<file path="config.mk">
export PLATFORM = sky130hd
export DESIGN_NAME = fixed_int26_6_accumulate
export DESIGN_NICKNAME = d
export VERILOG_FILES = /design/src/rtl/fixed_int26_6_accumulate.sv
export SDC_FILE = /design/constraint.sdc
export NUM_CORES = 1
export LEC_CHECK = 0
export CORE_ASPECT_RATIO = 1.75
export CORE_MARGIN = 5
export CORE_UTILIZATION = 56
export DETAILED_ROUTE_END_ITERATION = 8
export PLACE_DENSITY = 0.88
export SYNTH_ARGS = -nofsm -noshare
export SYNTH_HDL_FRONTEND = slang
export SYNTH_SLANG_ARGS = --single-unit
</file>
<file path="constraint.sdc">
create_clock -name clk -period 3.9 [get_ports clk]
set_input_delay 0.39 -clock clk [delete_from_list [all_inputs] [get_ports clk]]
set_output_delay 0.39 -clock clk [all_outputs]
set_load 0.02 [all_outputs]
</file>
<file path="src/rtl/fixed_int26_6_accumulate.sv">
// fixed_int26_6_accumulate
// Sums a frame of N signed 26.6 terms into a wide accumulator and emits one
// saturated 32-bit 26.6 result per frame. N arrives on a separate length
// stream. Every stream uses Ready/Data/Stop: a word moves when Ready=1, Stop=0.
// Stop outputs come straight from flops, so no Ready input reaches a Stop output.

module fixed_int26_6_accumulate #(
    parameter int COUNT_WIDTH = 16,
    parameter int ACC_WIDTH   = 48
) (
    input  logic                   clk,
    input  logic                   srst,

    input  logic                   goValid,
    output logic                   goStop,
    output logic                   doneValid,
    input  logic                   doneStop,

    input  logic                   lengthReady,
    input  logic [COUNT_WIDTH-1:0] lengthData,
    output logic                   lengthStop,

    input  logic                   termsReady,
    input  logic [31:0]            termsData,
    output logic                   termsStop,

    output logic                   resultReady,
    output logic [31:0]            resultData,
    input  logic                   resultStop
);

    typedef enum logic [1:0] {
        S_WAIT_LEN = 2'd0,
        S_ACCUM    = 2'd1,
        S_OUTPUT   = 2'd2
    } state_t;

    state_t                        state_q, state_d;
    logic signed [ACC_WIDTH-1:0]   acc_q, acc_d;
    logic signed [ACC_WIDTH-1:0]   acc_next;
    logic signed [ACC_WIDTH-1:0]   term_ext;
    logic [COUNT_WIDTH-1:0]        count_q, count_d;
    logic [31:0]                   result_data_q, result_data_d;
    logic                          result_ready_q, result_ready_d;
    logic                          length_stop_q, length_stop_d;
    logic                          terms_stop_q, terms_stop_d;

    logic                          len_xfer;
    logic                          term_xfer;
    logic                          res_xfer;

    // Clamp the wide sum into signed 32-bit range. The value fits exactly when
    // every bit from 31 upward equals the sign bit; otherwise pick the rail
    // on the side of the sign. The binary point is not moved.
    function automatic logic [31:0] sat32(input logic signed [ACC_WIDTH-1:0] x);
        logic [ACC_WIDTH-32:0] upper;
        upper = x[ACC_WIDTH-1:31];
        if ((&upper) || (~|upper)) begin
            sat32 = x[31:0];
        end else if (x[ACC_WIDTH-1]) begin
            sat32 = 32'h8000_0000;
        end else begin
            sat32 = 32'h7FFF_FFFF;
        end
    endfunction

    // Go/done is a plain pass-through, untouched by reset or frame state.
    assign doneValid = goValid;
    assign goStop    = doneStop;

    assign lengthStop  = length_stop_q;
    assign termsStop   = terms_stop_q;
    assign resultReady = result_ready_q;
    assign resultData  = result_data_q;

    // Handshakes qualified by the registered Stop/Ready flops only.
    assign len_xfer  = lengthReady & ~length_stop_q;
    assign term_xfer = termsReady  & ~terms_stop_q;
    assign res_xfer  = result_ready_q & ~resultStop;

    assign term_ext = {{(ACC_WIDTH-32){termsData[31]}}, termsData};
    assign acc_next = acc_q + term_ext;

    // Frame sequencing: take a length, consume N terms, present the result.
    always_comb begin
        state_d        = state_q;
        acc_d          = acc_q;
        count_d        = count_q;
        result_data_d  = result_data_q;
        result_ready_d = result_ready_q;

        unique case (state_q)
            S_WAIT_LEN: begin
                if (len_xfer) begin
                    acc_d   = '0;
                    count_d = lengthData;
                    if (lengthData == '0) begin
                        result_data_d  = 32'h0;
                        result_ready_d = 1'b1;
                        state_d        = S_OUTPUT;
                    end else begin
                        state_d = S_ACCUM;
                    end
                end
            end
            S_ACCUM: begin
                if (term_xfer) begin
                    acc_d   = acc_next;
                    count_d = count_q - 1'b1;
                    if (count_q == COUNT_WIDTH'(1)) begin
                        result_data_d  = sat32(acc_next);
                        result_ready_d = 1'b1;
                        state_d        = S_OUTPUT;
                    end
                end
            end
            S_OUTPUT: begin
                if (res_xfer) begin
                    result_ready_d = 1'b0;
                    state_d        = S_WAIT_LEN;
                end
            end
            default: begin
                result_ready_d = 1'b0;
                state_d        = S_WAIT_LEN;
            end
        endcase

        // Stops are decoded from the next state so they are flop outputs.
        length_stop_d = (state_d != S_WAIT_LEN);
        terms_stop_d  = (state_d != S_ACCUM);
    end

    // State, accumulator and registered outputs; reset discards any partial frame.
    always_ff @(posedge clk or posedge srst) begin
        if (srst) begin
            state_q        <= S_WAIT_LEN;
            acc_q          <= '0;
            count_q        <= '0;
            result_data_q  <= 32'h0;
            result_ready_q <= 1'b0;
            length_stop_q  <= 1'b0;
            terms_stop_q   <= 1'b1;
        end else begin
            state_q        <= state_d;
            acc_q          <= acc_d;
            count_q        <= count_d;
            result_data_q  <= result_data_d;
            result_ready_q <= result_ready_d;
            length_stop_q  <= length_stop_d;
            terms_stop_q   <= terms_stop_d;
        end
    end

endmodule
</file>
==> flow_metrics.tcl, run 1 <==
set metrics [dict create \
    antenna_found_initial 0 \
    cts_max_level 3 \
    final_util 0.776 \
    fin_nets 1258 \
    hold_violations 0 \
    final_antenna_net_count 0 \
    diodes 0 \
    synth_fa_ha_area_frac 0.0800 \
    routabilityCongestion 1.03 \
    grt_max_degree 68 \
    syn_nets 1031 \
    cp-start-kind "primary input" \
    synth-xor-area-share 0.0408 \
    die_w_um 99.9 \
    start_util 0.569 \
    drv_slew 0 \
    drive_above_1_share 0.243 \
    slowest_stage "o21ai_0" \
    crit_fanout 7 \
    clk_latency_ns 0.37 \
    synth_warnings 0 \
    wl_met2_um 15900 \
    yosysSeqAreaShare 0.320 \
    cts_num_sinks 101 \
    holdWs_ns 0.479 \
    yosys_most_used_dff "dfrtp_1" \
    clockBufferDepth 2 \
    dieArea_um2 16700 \
    synth-compound-area-share 0.318 \
    p_per_area_nw_per_um2 1060 \
    route.detailed.drc 0 \
    clockRootBuffer "clkbuf_16" \
    max_stage_delay_ns 0.89 \
    power_mw 11.4 \
    routed_via_density 6.97 \
    syn2layout_area_growth_pct 36.4 \
    path_class "in -> reg" \
    synth_mux_area_frac 0.00522 \
    hold_buffers 0 \
    failed_checks "setup timing" \
    overflow 0 \
    synth-seq-cells 101 \
    crit_arrival_ns 4.53 \
    syn_avg_cell_area_um2 8.54 \
    place_hpwl_um 21600 \
    max-cap-violations 0 \
    cts_buffers 9 \
    path_clk_slew_ns 0.07 \
    core_area_um2 13900 \
    grtUsageTotal 0.343 \
    grt_pass1_vias 9104 \
    syn_inst 926 \
    ir_drop_v 0.000522 \
    wirelength_met1_um 10400 \
    hold_class "in -> reg" \
    synth.top_cells.by_count "dfrtp_1 (100), nand2_1 (94), a21oi_1 (89)" \
    dr_total_vias 9301 \
    skew_ns 0.0176 \
    synthTopCellsByArea "dfrtp_1 (32%), ha_1 (7.7%), a21oi_1 (5.6%), nand2_1 (4.5%), a22o_1 (4.1%)" \
    grt_pass1_wl_um 45800 \
    first_iter_violations 952 \
    slew_headroom 0.256 \
    rows 57 \
    worst_pin_slew_ns 1.10 \
    setup_tns_ns -10.90 \
    met3_length_um 3210 \
    synth_edf_count 0 \
    fmax_mhz 232 \
    synth_top_family_by_area "compound AO/OA/AOI/OAI gates" \
    synth_cell_types 88 \
    synthArstFlopShare 1.00 \
    synth_top_area_cell "dfrtp_1" \
    crit_path_end_kind "flip-flop" \
    path_cells "clkdlybuf4s50_1 -> ha_1 -> a21oi_1 -> o21ai_0 -> a22oi_1 -> o41a_1 -> a21boi_2 -> and3_1 -> a211oi_1 -> or4_4 -> o31ai_4 -> buf_6 -> clkbuf_16 -> nand3_1" \
    io_buffers 87 \
    finalSetupViolCount 31 \
    p_leak_nw 4.72 \
    yosysMostFrequentCell "dfrtp_1" \
    ios 92 \
    firstDrtPassIters 7 \
    highest_layer "met4" \
    cts_tree "done" \
    period_minus_slack_ns 4.31 \
    setup_ws_ns -0.413 \
    period_share 1.11 \
    synth_top_area_share 0.316 \
    synth-simple-area-share 0.188 \
    wl_per_cell_um 24.4 \
    syn_area_um2 7910 \
    wl_um 32500 \
    outcome "complete, but fails checks" \
    cp_data_required_time_ns 4.12 \
    die_h_um 167 \
]
layer usage:
metal | up-vias | track usage
li1 | 3957 | -
met1 | 4411 | 0.365
met2 | 694 | 0.599
met3 | 239 | 0.0483
met4 | 0 | 0.257
met5 | - | 0
flip-flops by register name, indices dropped and copies added, names as in the netlist:
name and flops:
count_q 16, termsStop 1, acc_q 48, lengthStop 1
resultData 32, resultReady 1, state_q 2
critical path: cells and delay by family:
kind / cells / cell delay (ns)
AO/OA/AOI/OAI: 7 / 2.10
adder cells (fa/ha/maj): 1 / 0.44
buffers and inverters: 3 / 0.80
AND/OR/NAND/NOR: 3 / 0.80
power by group:
group	total (mW)	leakage (nW)	switching, mW	internal, mW
clock network	0.932	0.145	0.482	0.451
registers	2.03	1.23	0.443	1.58
logic	8.45	3.34	4.83	3.62
layout make-up:
type,instances,area (um^2)
multi-input cells,742,5230
fillers,874,3120
flip-flops and latches,101,2530
repair buffers,280,2440
clock buffers,9,225
well taps,177,221
inverters,19,73.8
clock inverters,7,67.6
logic make-up after synthesis:
logic type,after synthesis
flops,101
xor+xnor,36
simple gates,303
compound gates,349
fa+ha+maj,50
mux,4
buf+inv,83
path summary, 6_finish.rpt:
check,to,slack [ns],start,cells past startpoint
worst max-delay path,resultData[16],-0.41,termsData[9],14
worst min-delay path,acc_q[0],0.48,termsData[0],3
worst max register to register,resultData[16],-0.39,acc_q[9],13
worst min register to register,acc_q[45],0.49,acc_q[45],2
max in group asynchronous,acc_q[29],2.59,srst,3
min in group asynchronous,resultData[15],0.49,srst,2
cell usage in the layout, fill, tap and decap left out, drive strengths merged, types with 22 or more instances in the layout:
cell type,synthesis,layout
o21ai,67,67
a22o,37,37
buf,22,191
dfrtp,100,100
xnor2,22,22
o211ai,31,31
nand2,95,95
nor3,27,27
ha,49,49
inv,19,22
nor2,65,65
a21oi,90,90
clkdlybuf4s50,0,85
nand3,28,28
stage by stage:
step,instances,instance area [um^2],setup WS (ns)
final,1335,10800,-0.413
after global routing,1335,10800,-0.551
after CTS,1328,10500,0.00210
after detailed placement,1306,10100,-0.444
after global placement,1306,10100,-0.334
after floorplan,926,7910,0.338
what timing repair did:
action / CTS / global route
gates resized for setup: 12 / 30
endpoints found under the setup margin: 29 / 31
cloned: 1 / 2
buffers inserted: 5 / 5
pin swaps: 5 / 25
Note: power is estimated with default switching activity, not from simulation.
==> run 2, diff against run 1 <==
Settings changed: CELL_PAD_IN_SITES_DETAIL_PLACEMENT set to 0, CELL_PAD_IN_SITES_GLOBAL_PLACEMENT set to 1, CORE_UTILIZATION 56 to 43, PLACE_DENSITY 0.88 to 0.89.
==> flow_metrics.tcl, run 2 (same netlist as run 1, synthesis figures left out) <==
set metrics [dict create \
    cts_max_level 3 \
    die_w_um 113 \
    largest_register "acc_q" \
    path_clk_slew_ns 0.08 \
    dieArea_um2 21300 \
    skew_ns 0.0110 \
    layout_commonest_cell "buf_4" \
    ir_drop_v 0.000458 \
    worst_pin_slew_ns 0.785 \
    outcome "finished clean" \
    routed_via_density 6.02 \
    final_util 0.598 \
    crit_arrival_ns 4.11 \
    overflow 0 \
    routabilityCongestion 0.939 \
    grtUsageTotal 0.255 \
    period_share 0.992 \
    p_leak_nw 4.72 \
    path_class "in -> reg" \
    clockBufferDepth 2 \
    hold_class "in -> async" \
    cts_buffers 9 \
    largest_register_ffs 48 \
    grt_pass1_wl_um 43600 \
    path_delay_family "simple AND/OR/NAND/NOR gates" \
    cp-start-kind "primary input" \
    finalSetupViolCount 0 \
    clk_latency_ns 0.37 \
    drv_slew 0 \
    ios 92 \
    fin_nets 1258 \
    die_h_um 189 \
    route.detailed.drc 0 \
    slowest_stage "or4_1" \
    grt_pass1_vias 8333 \
    io_buffers 87 \
    wl_per_cell_um 20.2 \
    p_per_area_nw_per_um2 996 \
    wl_um 28200 \
    firstDrtPassIters 5 \
    hold_violations 0 \
    grt_max_degree 102 \
    rows 65 \
    cp_data_required_time_ns 4.15 \
    final_antenna_net_count 0 \
    slew_headroom 0.477 \
    place_hpwl_um 21200 \
    diodes 0 \
    max-cap-violations 0 \
    crit_fanout 7 \
    holdWs_ns 0.490 \
    cp.buffers_inverters 5 \
    core_area_um2 18100 \
    first_iter_violations 641 \
    fmax_mhz 259 \
    dr_total_vias 8380 \
    setup_ws_ns 0.0324 \
    final_cell_mix "buf_4 (184), dfrtp_1 (100), nand2_1 (94), a21oi_1 (86), clkdlybuf4s50_1 (86)" \
    path_cells "clkdlybuf4s50_1 -> ha_1 -> buf_4 -> a211oi_2 -> buf_4 -> o211ai_1 -> and3_1 -> o211a_4 -> or4_1 -> and3_1 -> nor3b_2 -> nand4_1 -> o31ai_4 -> buf_6 -> clkbuf_16 -> o211ai_2" \
    start_util 0.438 \
    drive_above_1_share 0.238 \
    crit_path_end_kind "flip-flop" \
    syn2layout_area_growth_pct 36.4 \
    cts_tree "done" \
    clockRootBuffer "clkbuf_16" \
    cts_num_sinks 101 \
    max_stage_delay_ns 0.46 \
    antenna_found_initial 0 \
    place_ws_ns -0.326 \
    period_minus_slack_ns 3.87 \
]
==> run 2: routing by layer <==
metal / share of wire / vias up / GRT usage
li1: - / 3958 / -
met1: 0.38 / 4057 / 0.282
met3: 0.043 / 86 / 0.0320
met2: 0.53 / 279 / 0.474
met5: 0 / - / 0
met4: 0.051 / 0 / 0.121
==> run 2: layout make-up <==
class | instances | area, um^2
Clock inverter | 6 | 62.6
Inverter | 19 | 73.8
Clock buffer | 10 | 239
Multi-Input combinational cell | 742 | 5170
Tap cell | 234 | 293
Sequential cell | 101 | 2530
Fill cell | 1641 | 7260
Timing Repair Buffer | 280 | 2430
==> run 2: metrics by stage <==
| step | area (um^2) | power [mW] | TNS, ns | instances |
|---|---|---|---|---|
| after floorplan | 7910 | 6.27 | 0 | 926 |
| after global placement | 10300 | 9.36 | -7.36 | 1371 |
| after detailed placement | 10300 | 9.49 | -9.10 | 1371 |
| after CTS | 10600 | 10.5 | 0 | 1387 |
| after global routing | 10800 | 11.5 | -2.01 | 1392 |
| final | 10800 | 10.8 | 0 | 1392 |
==> run 2: worst register-to-register path, stage by stage, from the launching register on <==
cell	delay (ns)
dfrtp_1	0.38
ha_1	0.21
buf_4	0.15
a211oi_2	0.26
buf_4	0.15
o211ai_1	0.19
and3_1	0.28
o211a_4	0.26
or4_1	0.46
and3_1	0.22
nor3b_2	0.17
nand4_1	0.18
o31ai_4	0.35
buf_6	0.18
clkbuf_16	0.16
o211ai_2	0.07
==> run 2: final timing paths <==
kind                                   start        endpoint  slack (ns)  depth (start not counted)
min in group clk                   acc_q[29]       acc_q[29]        0.49                          2
worst min-delay path                    srst  resultData[14]        0.49                          3
max in group asynchronous               srst  resultData[31]        2.95                          3
worst min register to register     acc_q[29]       acc_q[29]        0.49                          2
worst max-delay path            termsData[0]   resultData[3]        0.03                         16
worst max register to register      acc_q[0]   resultData[3]        0.09                         15
==> run 2: timing repair <==
| action | 4_1_cts | 5_1_grt |
|---|---|---|
| endpoints found under the setup margin | 0 | 31 |
| hold buffers | 0 | 0 |
| gates resized for setup | 0 | 29 |
| setup buffers | 0 | 2 |
==> run 2: report_power, final <==
part,switching (mW),internal [mW]
clock network,0.478,0.471
registers,0.384,1.58
logic,4.35,3.49
==> run 3, diff against run 2 <==
--- a/constraint.sdc
+++ b/constraint.sdc
@@ -3,2 +3,2 @@
 set_output_delay 0.39 -clock clk [all_outputs]
-set_load 0.02 [all_outputs]
+set_load 0.1 [all_outputs]
==> results of run 3 <==
Same layout as run 2 (identical final DEF). Status: finished clean.
Power of run 3 is not shown: default switching activity piles up to over one toggle a cycle in this logic, so the estimate is an artifact.
